===== config.mk =====
export PLATFORM = sky130hd
export DESIGN_NAME = load_store_unit_flat
export DESIGN_NICKNAME = d
export VERILOG_FILES = /design/src/rtl/load_store_unit_if.sv /design/src/rtl/load_store_unit.sv /design/src/flat_wrapper.sv
export SDC_FILE = /design/constraint.sdc
export NUM_CORES = 1
export LEC_CHECK = 0
export ABC_AREA = 1
export BUFFER_PORTS_ARGS = -buffer_cell sky130_fd_sc_hd__buf_2
export CORE_MARGIN = 5
export CORE_UTILIZATION = 49
export DETAILED_ROUTE_END_ITERATION = 8
export PLACE_DENSITY = 0.81
export SYNTH_ARGS = -nofsm -noshare
export SYNTH_HDL_FRONTEND = slang
export SYNTH_SLANG_ARGS = --single-unit

===== constraint.sdc =====
create_clock -name clk -period 1.91 [get_ports clk]
set_input_delay 0.191 -clock clk [delete_from_list [all_inputs] [get_ports clk]]
set_output_delay 0.191 -clock clk [all_outputs]
set_load 0.1 [all_outputs]

===== src/rtl/load_store_unit_if.sv =====
// Data-memory access interface: CPU request/response handshake plus the
// word-wide byte-enabled memory bus driven by the load/store unit.
interface load_store_unit_if #(
    parameter int WIDTH      = 32,
    parameter int ADDR_WIDTH = 17
);
    logic                  req_valid;
    logic                  req_ready;
    logic                  req_we;
    logic [2:0]            modeBU;
    logic [WIDTH-1:0]      addr;
    logic [WIDTH-1:0]      wdata;
    logic                  resp_valid;
    logic [WIDTH-1:0]      rdata;
    logic                  err;
    logic                  mem_req;
    logic                  mem_we;
    logic [ADDR_WIDTH-1:0] mem_addr;
    logic [3:0]            mem_be;
    logic [WIDTH-1:0]      mem_wdata;
    logic                  mem_ack;
    logic [WIDTH-1:0]      mem_rdata;

    modport master (
        input  req_valid, req_we, modeBU, addr, wdata, mem_ack, mem_rdata,
        output req_ready, resp_valid, rdata, err,
        output mem_req, mem_we, mem_addr, mem_be, mem_wdata
    );

    modport slave (
        output req_valid, req_we, modeBU, addr, wdata, mem_ack, mem_rdata,
        input  req_ready, resp_valid, rdata, err,
        input  mem_req, mem_we, mem_addr, mem_be, mem_wdata
    );
endinterface


===== src/rtl/load_store_unit.sv =====
// Load/store unit: validates one CPU access, runs a single request/ack bus
// cycle with lane-aligned data, and returns an extended load result.
module load_store_unit #(
    parameter int WIDTH      = 32,
    parameter int ADDR_WIDTH = 17,
    parameter int TIMEOUT    = 16
) (
    input  logic              clk,
    input  logic              rst,
    load_store_unit_if.master bus
);
    localparam int CW = $clog2(TIMEOUT) + 1;

    localparam logic [2:0] MODE_WORD  = 3'b001;
    localparam logic [2:0] MODE_HALF  = 3'b010;
    localparam logic [2:0] MODE_BYTE  = 3'b011;
    localparam logic [2:0] MODE_HALFU = 3'b100;
    localparam logic [2:0] MODE_BYTEU = 3'b101;

    typedef enum logic [1:0] {
        IDLE = 2'b00,
        BUS  = 2'b01,
        DONE = 2'b10
    } state_t;

    state_t                state_r, state_s;
    logic [CW-1:0]         cnt_r, cnt_s;
    logic [2:0]            mode_r, mode_s;
    logic [1:0]            off_r, off_s;
    logic                  we_r, we_s;
    logic                  req_ready_r, req_ready_s;
    logic                  resp_valid_r, resp_valid_s;
    logic                  err_r, err_s;
    logic [WIDTH-1:0]      rdata_r, rdata_s;
    logic                  mem_req_r, mem_req_s;
    logic                  mem_we_r, mem_we_s;
    logic [ADDR_WIDTH-1:0] mem_addr_r, mem_addr_s;
    logic [3:0]            mem_be_r, mem_be_s;
    logic [WIDTH-1:0]      mem_wdata_r, mem_wdata_s;
    logic                  unused_addr_s;

    // Address bits above the memory window are intentionally dropped.
    assign unused_addr_s = ^{bus.addr[WIDTH-1:ADDR_WIDTH]};

    function automatic logic access_error(input logic [2:0] mode, input logic [1:0] off);
        logic e;
        case (mode)
            MODE_WORD:             e = (off != 2'b00);
            MODE_HALF, MODE_HALFU: e = off[0];
            MODE_BYTE, MODE_BYTEU: e = 1'b0;
            default:               e = 1'b1;
        endcase
        return e;
    endfunction

    function automatic logic [3:0] lane_be(input logic [2:0] mode, input logic [1:0] off);
        logic [3:0] be;
        case (mode)
            MODE_WORD:             be = 4'b1111;
            MODE_HALF, MODE_HALFU: be = off[1] ? 4'b1100 : 4'b0011;
            MODE_BYTE, MODE_BYTEU: be = 4'b0001 << off;
            default:               be = 4'b0000;
        endcase
        return be;
    endfunction

    function automatic logic [WIDTH-1:0] store_lanes(input logic [2:0] mode,
                                                     input logic [WIDTH-1:0] wd);
        logic [WIDTH-1:0] r;
        case (mode)
            MODE_WORD:             r = wd;
            MODE_HALF, MODE_HALFU: r = WIDTH'({2{wd[15:0]}});
            MODE_BYTE, MODE_BYTEU: r = WIDTH'({4{wd[7:0]}});
            default:               r = {WIDTH{1'b0}};
        endcase
        return r;
    endfunction

    function automatic logic [WIDTH-1:0] load_extract(input logic [2:0] mode,
                                                      input logic [1:0] off,
                                                      input logic [WIDTH-1:0] word);
        logic [7:0]       b;
        logic [15:0]      h;
        logic [WIDTH-1:0] r;
        b = word[{off, 3'b000} +: 8];
        h = word[{off[1], 4'b0000} +: 16];
        case (mode)
            MODE_WORD:  r = word;
            MODE_HALF:  r = {{(WIDTH-16){h[15]}}, h};
            MODE_HALFU: r = {{(WIDTH-16){1'b0}}, h};
            MODE_BYTE:  r = {{(WIDTH-8){b[7]}}, b};
            MODE_BYTEU: r = {{(WIDTH-8){1'b0}}, b};
            default:    r = {WIDTH{1'b0}};
        endcase
        return r;
    endfunction

    // Next-state and next-output logic for the IDLE -> BUS -> DONE sequence.
    always_comb begin
        state_s      = state_r;
        cnt_s        = cnt_r;
        mode_s       = mode_r;
        off_s        = off_r;
        we_s         = we_r;
        resp_valid_s = 1'b0;
        err_s        = err_r;
        rdata_s      = rdata_r;
        mem_req_s    = 1'b0;
        mem_we_s     = mem_we_r;
        mem_addr_s   = mem_addr_r;
        mem_be_s     = mem_be_r;
        mem_wdata_s  = mem_wdata_r;

        case (state_r)
            IDLE: begin
                if (bus.req_valid) begin
                    mode_s = bus.modeBU;
                    off_s  = bus.addr[1:0];
                    we_s   = bus.req_we;
                    if (access_error(bus.modeBU, bus.addr[1:0])) begin
                        state_s      = DONE;
                        resp_valid_s = 1'b1;
                        err_s        = 1'b1;
                        rdata_s      = {WIDTH{1'b0}};
                    end else begin
                        state_s     = BUS;
                        cnt_s       = {CW{1'b0}};
                        mem_req_s   = 1'b1;
                        mem_we_s    = bus.req_we;
                        mem_addr_s  = {bus.addr[ADDR_WIDTH-1:2], 2'b00};
                        mem_be_s    = lane_be(bus.modeBU, bus.addr[1:0]);
                        mem_wdata_s = store_lanes(bus.modeBU, bus.wdata);
                    end
                end else begin
                    state_s = IDLE;
                end
            end
            BUS: begin
                cnt_s = cnt_r + {{(CW-1){1'b0}}, 1'b1};
                if (bus.mem_ack) begin
                    state_s      = DONE;
                    resp_valid_s = 1'b1;
                    err_s        = 1'b0;
                    rdata_s      = we_r ? {WIDTH{1'b0}} : load_extract(mode_r, off_r, bus.mem_rdata);
                    mem_we_s     = 1'b0;
                end else if (cnt_s == CW'(TIMEOUT)) begin
                    // Give up: the memory side never answered within the window.
                    state_s      = DONE;
                    resp_valid_s = 1'b1;
                    err_s        = 1'b1;
                    rdata_s      = {WIDTH{1'b0}};
                    mem_we_s     = 1'b0;
                end else begin
                    mem_req_s = 1'b1;
                end
            end
            DONE: begin
                state_s = IDLE;
            end
            default: begin
                state_s = IDLE;
            end
        endcase

        req_ready_s = (state_s == IDLE);
    end

    // State register and registered outputs.
    always_ff @(posedge clk) begin
        if (rst) begin
            state_r      <= IDLE;
            cnt_r        <= {CW{1'b0}};
            mode_r       <= 3'b000;
            off_r        <= 2'b00;
            we_r         <= 1'b0;
            req_ready_r  <= 1'b1;
            resp_valid_r <= 1'b0;
            err_r        <= 1'b0;
            rdata_r      <= {WIDTH{1'b0}};
            mem_req_r    <= 1'b0;
            mem_we_r     <= 1'b0;
            mem_addr_r   <= {ADDR_WIDTH{1'b0}};
            mem_be_r     <= 4'b0000;
            mem_wdata_r  <= {WIDTH{1'b0}};
        end else begin
            state_r      <= state_s;
            cnt_r        <= cnt_s;
            mode_r       <= mode_s;
            off_r        <= off_s;
            we_r         <= we_s;
            req_ready_r  <= req_ready_s;
            resp_valid_r <= resp_valid_s;
            err_r        <= err_s;
            rdata_r      <= rdata_s;
            mem_req_r    <= mem_req_s;
            mem_we_r     <= mem_we_s;
            mem_addr_r   <= mem_addr_s;
            mem_be_r     <= mem_be_s;
            mem_wdata_r  <= mem_wdata_s;
        end
    end

    assign bus.req_ready  = req_ready_r;
    assign bus.resp_valid = resp_valid_r;
    assign bus.err        = err_r;
    assign bus.rdata      = rdata_r;
    assign bus.mem_req    = mem_req_r;
    assign bus.mem_we     = mem_we_r;
    assign bus.mem_addr   = mem_addr_r;
    assign bus.mem_be     = mem_be_r;
    assign bus.mem_wdata  = mem_wdata_r;
endmodule


===== src/flat_wrapper.sv =====
// flat-port wrapper written by rule: the top's interface ports become plain ports
module load_store_unit_flat 
#(
    parameter int WIDTH      = 32,
    parameter int ADDR_WIDTH = 17,
    parameter int TIMEOUT    = 16
)
  (clk, rst, bus_req_valid, bus_req_we, bus_modeBU, bus_addr, bus_wdata, bus_mem_ack, bus_mem_rdata, bus_req_ready, bus_resp_valid, bus_rdata, bus_err, bus_mem_req, bus_mem_we, bus_mem_addr, bus_mem_be, bus_mem_wdata);
  load_store_unit_if #(.WIDTH(WIDTH), .ADDR_WIDTH(ADDR_WIDTH)) bus_i ();
  input  logic clk;
  input  logic rst;
  input wire logic [$bits(bus_i.req_valid)-1:0] bus_req_valid;
  input wire logic [$bits(bus_i.req_we)-1:0] bus_req_we;
  input wire logic [$bits(bus_i.modeBU)-1:0] bus_modeBU;
  input wire logic [$bits(bus_i.addr)-1:0] bus_addr;
  input wire logic [$bits(bus_i.wdata)-1:0] bus_wdata;
  input wire logic [$bits(bus_i.mem_ack)-1:0] bus_mem_ack;
  input wire logic [$bits(bus_i.mem_rdata)-1:0] bus_mem_rdata;
  output wire logic [$bits(bus_i.req_ready)-1:0] bus_req_ready;
  output wire logic [$bits(bus_i.resp_valid)-1:0] bus_resp_valid;
  output wire logic [$bits(bus_i.rdata)-1:0] bus_rdata;
  output wire logic [$bits(bus_i.err)-1:0] bus_err;
  output wire logic [$bits(bus_i.mem_req)-1:0] bus_mem_req;
  output wire logic [$bits(bus_i.mem_we)-1:0] bus_mem_we;
  output wire logic [$bits(bus_i.mem_addr)-1:0] bus_mem_addr;
  output wire logic [$bits(bus_i.mem_be)-1:0] bus_mem_be;
  output wire logic [$bits(bus_i.mem_wdata)-1:0] bus_mem_wdata;
  assign bus_i.req_valid = bus_req_valid;
  assign bus_i.req_we = bus_req_we;
  assign bus_i.modeBU = bus_modeBU;
  assign bus_i.addr = bus_addr;
  assign bus_i.wdata = bus_wdata;
  assign bus_i.mem_ack = bus_mem_ack;
  assign bus_i.mem_rdata = bus_mem_rdata;
  assign bus_req_ready = bus_i.req_ready;
  assign bus_resp_valid = bus_i.resp_valid;
  assign bus_rdata = bus_i.rdata;
  assign bus_err = bus_i.err;
  assign bus_mem_req = bus_i.mem_req;
  assign bus_mem_we = bus_i.mem_we;
  assign bus_mem_addr = bus_i.mem_addr;
  assign bus_mem_be = bus_i.mem_be;
  assign bus_mem_wdata = bus_i.mem_wdata;
  load_store_unit #(.WIDTH(WIDTH), .ADDR_WIDTH(ADDR_WIDTH), .TIMEOUT(TIMEOUT)) u_core (.clk(clk), .rst(rst), .bus(bus_i));
endmodule

==> summary.md, run 1 <==
| Metric | Value |
|---|---|
| Outcome | `completed` |
| Setup TNS | `0 ns` |
| Skew final | `0.01276 ns` |
| CTS Buf Count | `9` |
| P_int | `0.003158 W` |
| Top Ports | `194` |
| Post-synth EDFFs | `0` |
| GP Congestion | `0.9020` |
| Nets | `979` |
| Root buf cell | `clkbuf_8` |
| Most numerous cell in the Yosys netlist | `nand2_1` |
| DP Cell Count | `996` |
| Max-cap violations | `0` |
| Postcts setup bufs | `0` |
| Filler cells | `954` |
| Area of the multi-input gates | `2399 um2` |
| Cell Area, Placed | `5816 um2` |
| GR Overflow Total | `0` |
| Ys Warns | `0` |
| # DRC | `0` |
| H-tree depth | `3` |
| CTS resizes | `0` |
| Final Setup Violations | `0` |
| All-Layer GR Usage | `0.2352` |
| Register area share after synthesis | `0.4192` |
| Peak supply drop | `0.6051 mV` |
| Max clock buf depth | `2` |
| Largest net degree at the start of global routing | `55` |
| Netlist cell types | `28` |
| Vias in the first global route | `4922` |
| Ys flop type | `dfxtp_1` |
| Antenna violations before repair | `2` |
| Measured slew at the worst slew-check pin | `0.8658 ns` |
| Vert. Die Dim | `109.2 um` |
| Largest area contributor in the netlist | `dfxtp_1` |
| Seq. cell area | `2022 um2` |
| Hpwl dp | `10000 um` |
| Syn-to-layout area delta | `24.70%` |
| Net Sw Power | `0.002382 W` |
| Maximum clock rate | `596.0 MHz` |
| Pins Over Slew Limit | `0` |
| Final core occ | `0.6211` |
| Area contributors post-synth | `dfxtp_1 42%, nand2_1 15%, nor2_1 7.4%` |
| Critical Path RT | `2.21 ns` |
| Async S/R FF share, synth | `0` |
| Share of the synthesized area in the top cell type | `0.4192` |
| Mean Syn Cell Area | `6.774 um2` |
| Power Total | `0.005539 W` |
| Comb pwr share | `0.336` |
| Clk slew on worst S/H paths | `0.11 ns` |
| Crit Path Class | `flip-flop to flip-flop` |
| Power per cell area | `921.0 nW/um2` |
| Hold WC Path Type | `input pin to flip-flop` |
| Non-filler cells, final | `1012` |
| 1st-iter DRT viols | `290` |
| First-pass GRT wire length | `22630 um` |
| Startpoint types | `flip-flop` |
| Core ar. | `9684 um2` |
| RSZ-0062 raised after global routing | `no` |
| Layout cells sized above 1 | `0.2514` |
| Cts-stage hold buffer count | `0` |
| Crit Path Max Fanout | `33` |
| Crit. End Element | `flip-flop` |
| Relative slew slack | `0.4220` |
| Initial Utilization | `0.4981` |
| Skew-Pair Late Insertion Delay | `0.37 ns` |
| Post-Synthesis Cells | `712` |
| Clock power frac | `0.246` |
| Fin area | `6015 um2` |
| ANT cells | `0` |
| Pre-antenna DRT Iters | `5` |
| Port Buf Inserts | `176` |
| ANT nets after route | `0` |
| FF+latch count, synth | `101` |
| Sequential share of power | `0.417` |
| Critical path arrival | `1.97 ns` |
| Via/cell ratio | `5.208` |
| Row count | `36` |
| Net Sw Frac | `0.4299` |
| Vias | `5270` |
| Fin crit period | `1.678 ns` |
| Mapped cell area | `4823 um2` |
| Fin crit share | `0.8784` |
| Wire per inst | `13.72 um` |
| Top post-synthesis cells by count | `188 x nand2_1, 101 x dfxtp_1, 95 x nor2_1, 67 x nand3_1, 60 x o21ai_0` |
| TritonCTS clock tree | `built` |
| Sink Count | `101` |
| Final hold violations | `0` |
| Die Wd | `109.2 um` |
| Static leakage | `3.010 nW` |
| Die Area | `11930 um2` |
| Drt total wl | `13880 um` |
==> layer usage <==
| layer | GRT usage | share of wire | up-vias |
|---|---|---|---|
| met3 | 0.08881 | 0.12 | 35 |
| met1 | 0.2952 | 0.41 | 2338 |
| met5 | 0 | 0.0015 | - |
| met2 | 0.3732 | 0.44 | 233 |
| li1 | - | - | 2660 |
| met4 | 0.07658 | 0.022 | 4 |
==> power groups by stage <==
stage                     Combinational (W)  Sequential [W]  Clock (W)
final                               0.00186         0.00231    0.00136
after global routing                0.00200         0.00233    0.00148
after CTS                           0.00187         0.00231    0.00139
after detailed placement            0.00187         0.00235          0
after global placement              0.00186         0.00235          0
after floorplan                    0.000622         0.00320          0
==> placed cells by master (no fill, tap or decap), types with 3 or more instances in the layout <==
cell type and n:
nor2_1 95, a32o_1 8, nand3_1 67, o211ai_1 14, dfxtp_1 101, o21ai_1 6
nand4_1 5, buf_2 176, nand2_1 188, a21oi_1 54, buf_4 16, a22oi_1 6
o21ai_0 60, inv_8 3, clkbuf_8 9, inv_1 47
==> through the flow <==
stage          hold WS (ns)  worst slack, ns
2_1_floorplan        0.3259           0.4226
3_3_place_gp         0.4113           0.1538
3_5_place_dp         0.4191          0.07757
4_1_cts             0.02247           0.2276
5_1_grt             0.01342         0.002536
6_report            0.03104           0.2322
==> state kept, by name (all words and copies together), names as in the netlist <==
name	cells
u_core.bus.mem_req	1
u_core.mode_r	3
u_core.bus.err	1
u_core.bus.req_ready	1
u_core.bus.mem_addr	15
u_core.we_r	1
u_core.cnt_r	5
u_core.bus.rdata	32
u_core.off_r	2
u_core.bus.mem_we	1
u_core.bus.mem_be	4
u_core.bus.mem_wdata	32
u_core.state_r	2
u_core.bus.resp_valid	1
==> logic make-up after synthesis <==
| logic type | share of synthesized area |
|---|---|
| buffers and inverters | 0.08430 |
| multiplexers | 0.004151 |
| AO/OA/AOI/OAI | 0.1748 |
| adder cells (fa/ha/maj) | 0.002594 |
| flip-flops | 0.4192 |
| AND/OR/NAND/NOR | 0.3141 |
| other | 0.0007775 |
==> cell type report <==
class / instances / area share
Clock buffer: 9 / 0.02059
Clock inverter: 7 / 0.01248
Inverter: 50 / 0.03120
Multi-Input combinational cell: 518 / 0.3988
Sequential cell: 101 / 0.3362
Tap cell: 133 / 0.02767
Timing Repair Buffer: 194 / 0.1731
==> final timing paths <==
path,from,endpoint,slack [ns],cells after the start
worst max-delay path,u_core.cnt_r[0]$_SDFFE_PP0P_,u_core.bus.rdata[21]$_SDFFE_PP0P_,0.23,10
worst min-delay path,bus_addr[10],u_core.bus.mem_addr[10]$_SDFFE_PP0P_,0.03,3
worst max register to register,u_core.cnt_r[0]$_SDFFE_PP0P_,u_core.bus.rdata[21]$_SDFFE_PP0P_,0.23,10
worst min register to register,u_core.bus.err$_SDFFE_PP0P_,u_core.bus.err$_SDFFE_PP0P_,0.46,2
==> worst max-delay path, cell delays in order, from the launching register on <==
cell	delay, ns
dfxtp_1	0.42
ha_1	0.23
nand3_1	0.09
nand2_1	0.07
nand2_1	0.06
nand3_1	0.08
nand2_1	0.11
nand3_2	0.14
buf_12	0.20
nand2_1	0.07
a21oi_1	0.12
(Power assumes the default switching activity.)
==> run 2: changes to the inputs <==
GPL_TIMING_DRIVEN = 0   (was unset)
==> run 2 against run 1 <==
Effect of this change: global-route usage rose by 1.7 points; wire length is 10% higher; sequential power about the same; design area is 1.4% higher; critical endpoint is now u_core.bus.rdata[15]$_SDFFE_PP0P_; largest cell class unchanged.
==> summary.md, run 2 (synthesis gave the netlist of run 1 again) <==
| Metric | Value |
|---|---|
| Static leakage | `3.052 nW` |
| Syn-to-layout area delta | `26.41%` |
| ANT cells | `0` |
| Fin crit share | `0.9246` |
| Crit. End Element | `flip-flop` |
| Final hold violations | `0` |
| Filler cells | `941` |
| Hpwl dp | `11640 um` |
| Max clock buf depth | `2` |
| Final core occ | `0.6296` |
| R2R cell count | `9` |
| Clk slew on worst S/H paths | `0.12 ns` |
| Skew final | `0.01114 ns` |
| All-Layer GR Usage | `0.2518` |
| Most frequent cells in the layout | `192 x buf_2, 187 x nand2_1, 101 x dfxtp_1` |
| Initial Utilization | `0.4981` |
| Via/cell ratio | `5.276` |
| DP Cell Count | `1022` |
| Hold WC Path Type | `input pin to flip-flop` |
| Pre-antenna DRT Iters | `7` |
| Die Area | `11930 um2` |
| Critical path arrival | `2.01 ns` |
| CTS resizes | `0` |
| Peak supply drop | `0.6916 mV` |
| Measured slew at the worst slew-check pin | `0.5381 ns` |
| Row count | `36` |
| Crit-path slowest cell | `dfxtp_1` |
| Pins Over Slew Limit | `0` |
| Sink Count | `101` |
| TritonCTS clock tree | `built` |
| Cts-stage hold buffer count | `0` |
| Drt total wl | `15270 um` |
| CTS Buf Count | `9` |
| Die Wd | `109.2 um` |
| GP Congestion | `0.9735` |
| First-pass GRT wire length | `23930 um` |
| Postcts setup bufs | `0` |
| Outcome | `completed` |
| Most frequent CP cell | `nand2_1` |
| Top Ports | `194` |
| Crit Path Max Fanout | `10` |
| Hold path depth | `3` |
| Fin crit period | `1.766 ns` |
| Final Setup Violations | `0` |
| Vias in the first global route | `5107` |
| Max-cap violations | `0` |
| Non-filler cells, final | `1037` |
| Nets | `1004` |
| Vert. Die Dim | `109.2 um` |
| Worst-path cell chain | `buf_4, clkinvlp_4, nand2_1, nand2_1, nand4_2, buf_2, nand4_1, nand2_1, a21oi_1` |
| Critical Path RT | `2.15 ns` |
| Largest net degree at the start of global routing | `21` |
| RSZ-0062 raised after global routing | `yes` |
| ANT nets after route | `0` |
| Antenna violations before repair | `1` |
| 1st-iter DRT viols | `415` |
| Startpoint types | `flip-flop` |
| H-tree depth | `3` |
| Layout cells sized above 1 | `0.2577` |
| GR Overflow Total | `0` |
| Core ar. | `9684 um2` |
| Port Buf Inserts | `176` |
| Root buf cell | `clkbuf_8` |
| Crit Path Class | `flip-flop to flip-flop` |
| Vias | `5471` |
| Setup TNS | `0 ns` |
| Wire per inst | `14.73 um` |
| Maximum clock rate | `566.2 MHz` |
| # DRC | `0` |
| Power Total | `0.005592 W` |
| Skew-Pair Late Insertion Delay | `0.37 ns` |
| CP peak stage delay | `0.32 ns` |
| Power per cell area | `917.1 nW/um2` |
| Relative slew slack | `0.6413` |
| Most common cell after layout, fill and taps aside | `buf_2` |
[run 2: cell count changes in the layout (fill, tap and decap cells not counted), sizes merged]
cell and delta:
buf +8, clkbuf +17, clkinvlp +1, inv -1
[run 2: cell type report]
type                       instances  area, um2  share of cell area
multi-input combinational        518       2412              0.3956
inverter                          50      191.4             0.03140
buffer                            43      220.2             0.03612
tap                              133      166.4             0.02729
sequential                       101       2022              0.3316
clock inverter                     7      80.08             0.01313
clock buffer                       9      123.9             0.02032
timing repair buffer             176      880.8              0.1445
[run 2: critical path: cells and delay by family (launching register included)]
family / cells / cell delay (ns)
AND/OR/NAND/NOR: 5 / 0.65
AO/OA/AOI/OAI: 1 / 0.07
flip-flops: 1 / 0.32
buffers and inverters: 3 / 0.62
[run 2: layer usage]
metal  track usage  routed length, um  vias to the layer above
met1        0.3133               6277                     2419
met5             0                 13                        -
met4       0.09261                376                        2
met2        0.4105               6819                      297
met3       0.07756               1785                       37
li1              -                  -                     2716
[run 2: path summary, 6_finish.rpt]
| path | start | to | slack [ns] |
|---|---|---|---|
| min reg2reg | u_core.bus.err$_SDFFE_PP0P_ | u_core.bus.err$_SDFFE_PP0P_ | 0.45 |
| max reg2reg | u_core.off_r[1]$_SDFFE_PP0P_ | u_core.bus.rdata[15]$_SDFFE_PP0P_ | 0.14 |
| max | u_core.off_r[1]$_SDFFE_PP0P_ | u_core.bus.rdata[15]$_SDFFE_PP0P_ | 0.14 |
| min | bus_addr[10] | u_core.bus.mem_addr[10]$_SDFFE_PP0P_ | 0.03 |
[run 2: where the power goes]
part	internal (W)	switching, W
registers	0.00224	0.0000780
logic	0.000397	0.00150
clock network	0.000519	0.000854
[run 2: per-stage QoR]
stage / instance area [um2] / worst slack [ns] / hold slack [ns]
detailed placement: 5874 / 0.03724 / 0.4196
global placement: 5874 / 0.08530 / 0.4126
CTS: 6078 / 0.01648 / 0.02034
global route: 6097 / -0.007962 / 0.02382
finish: 6097 / 0.1440 / 0.03033
floorplan: 4827 / 0.4226 / 0.3259
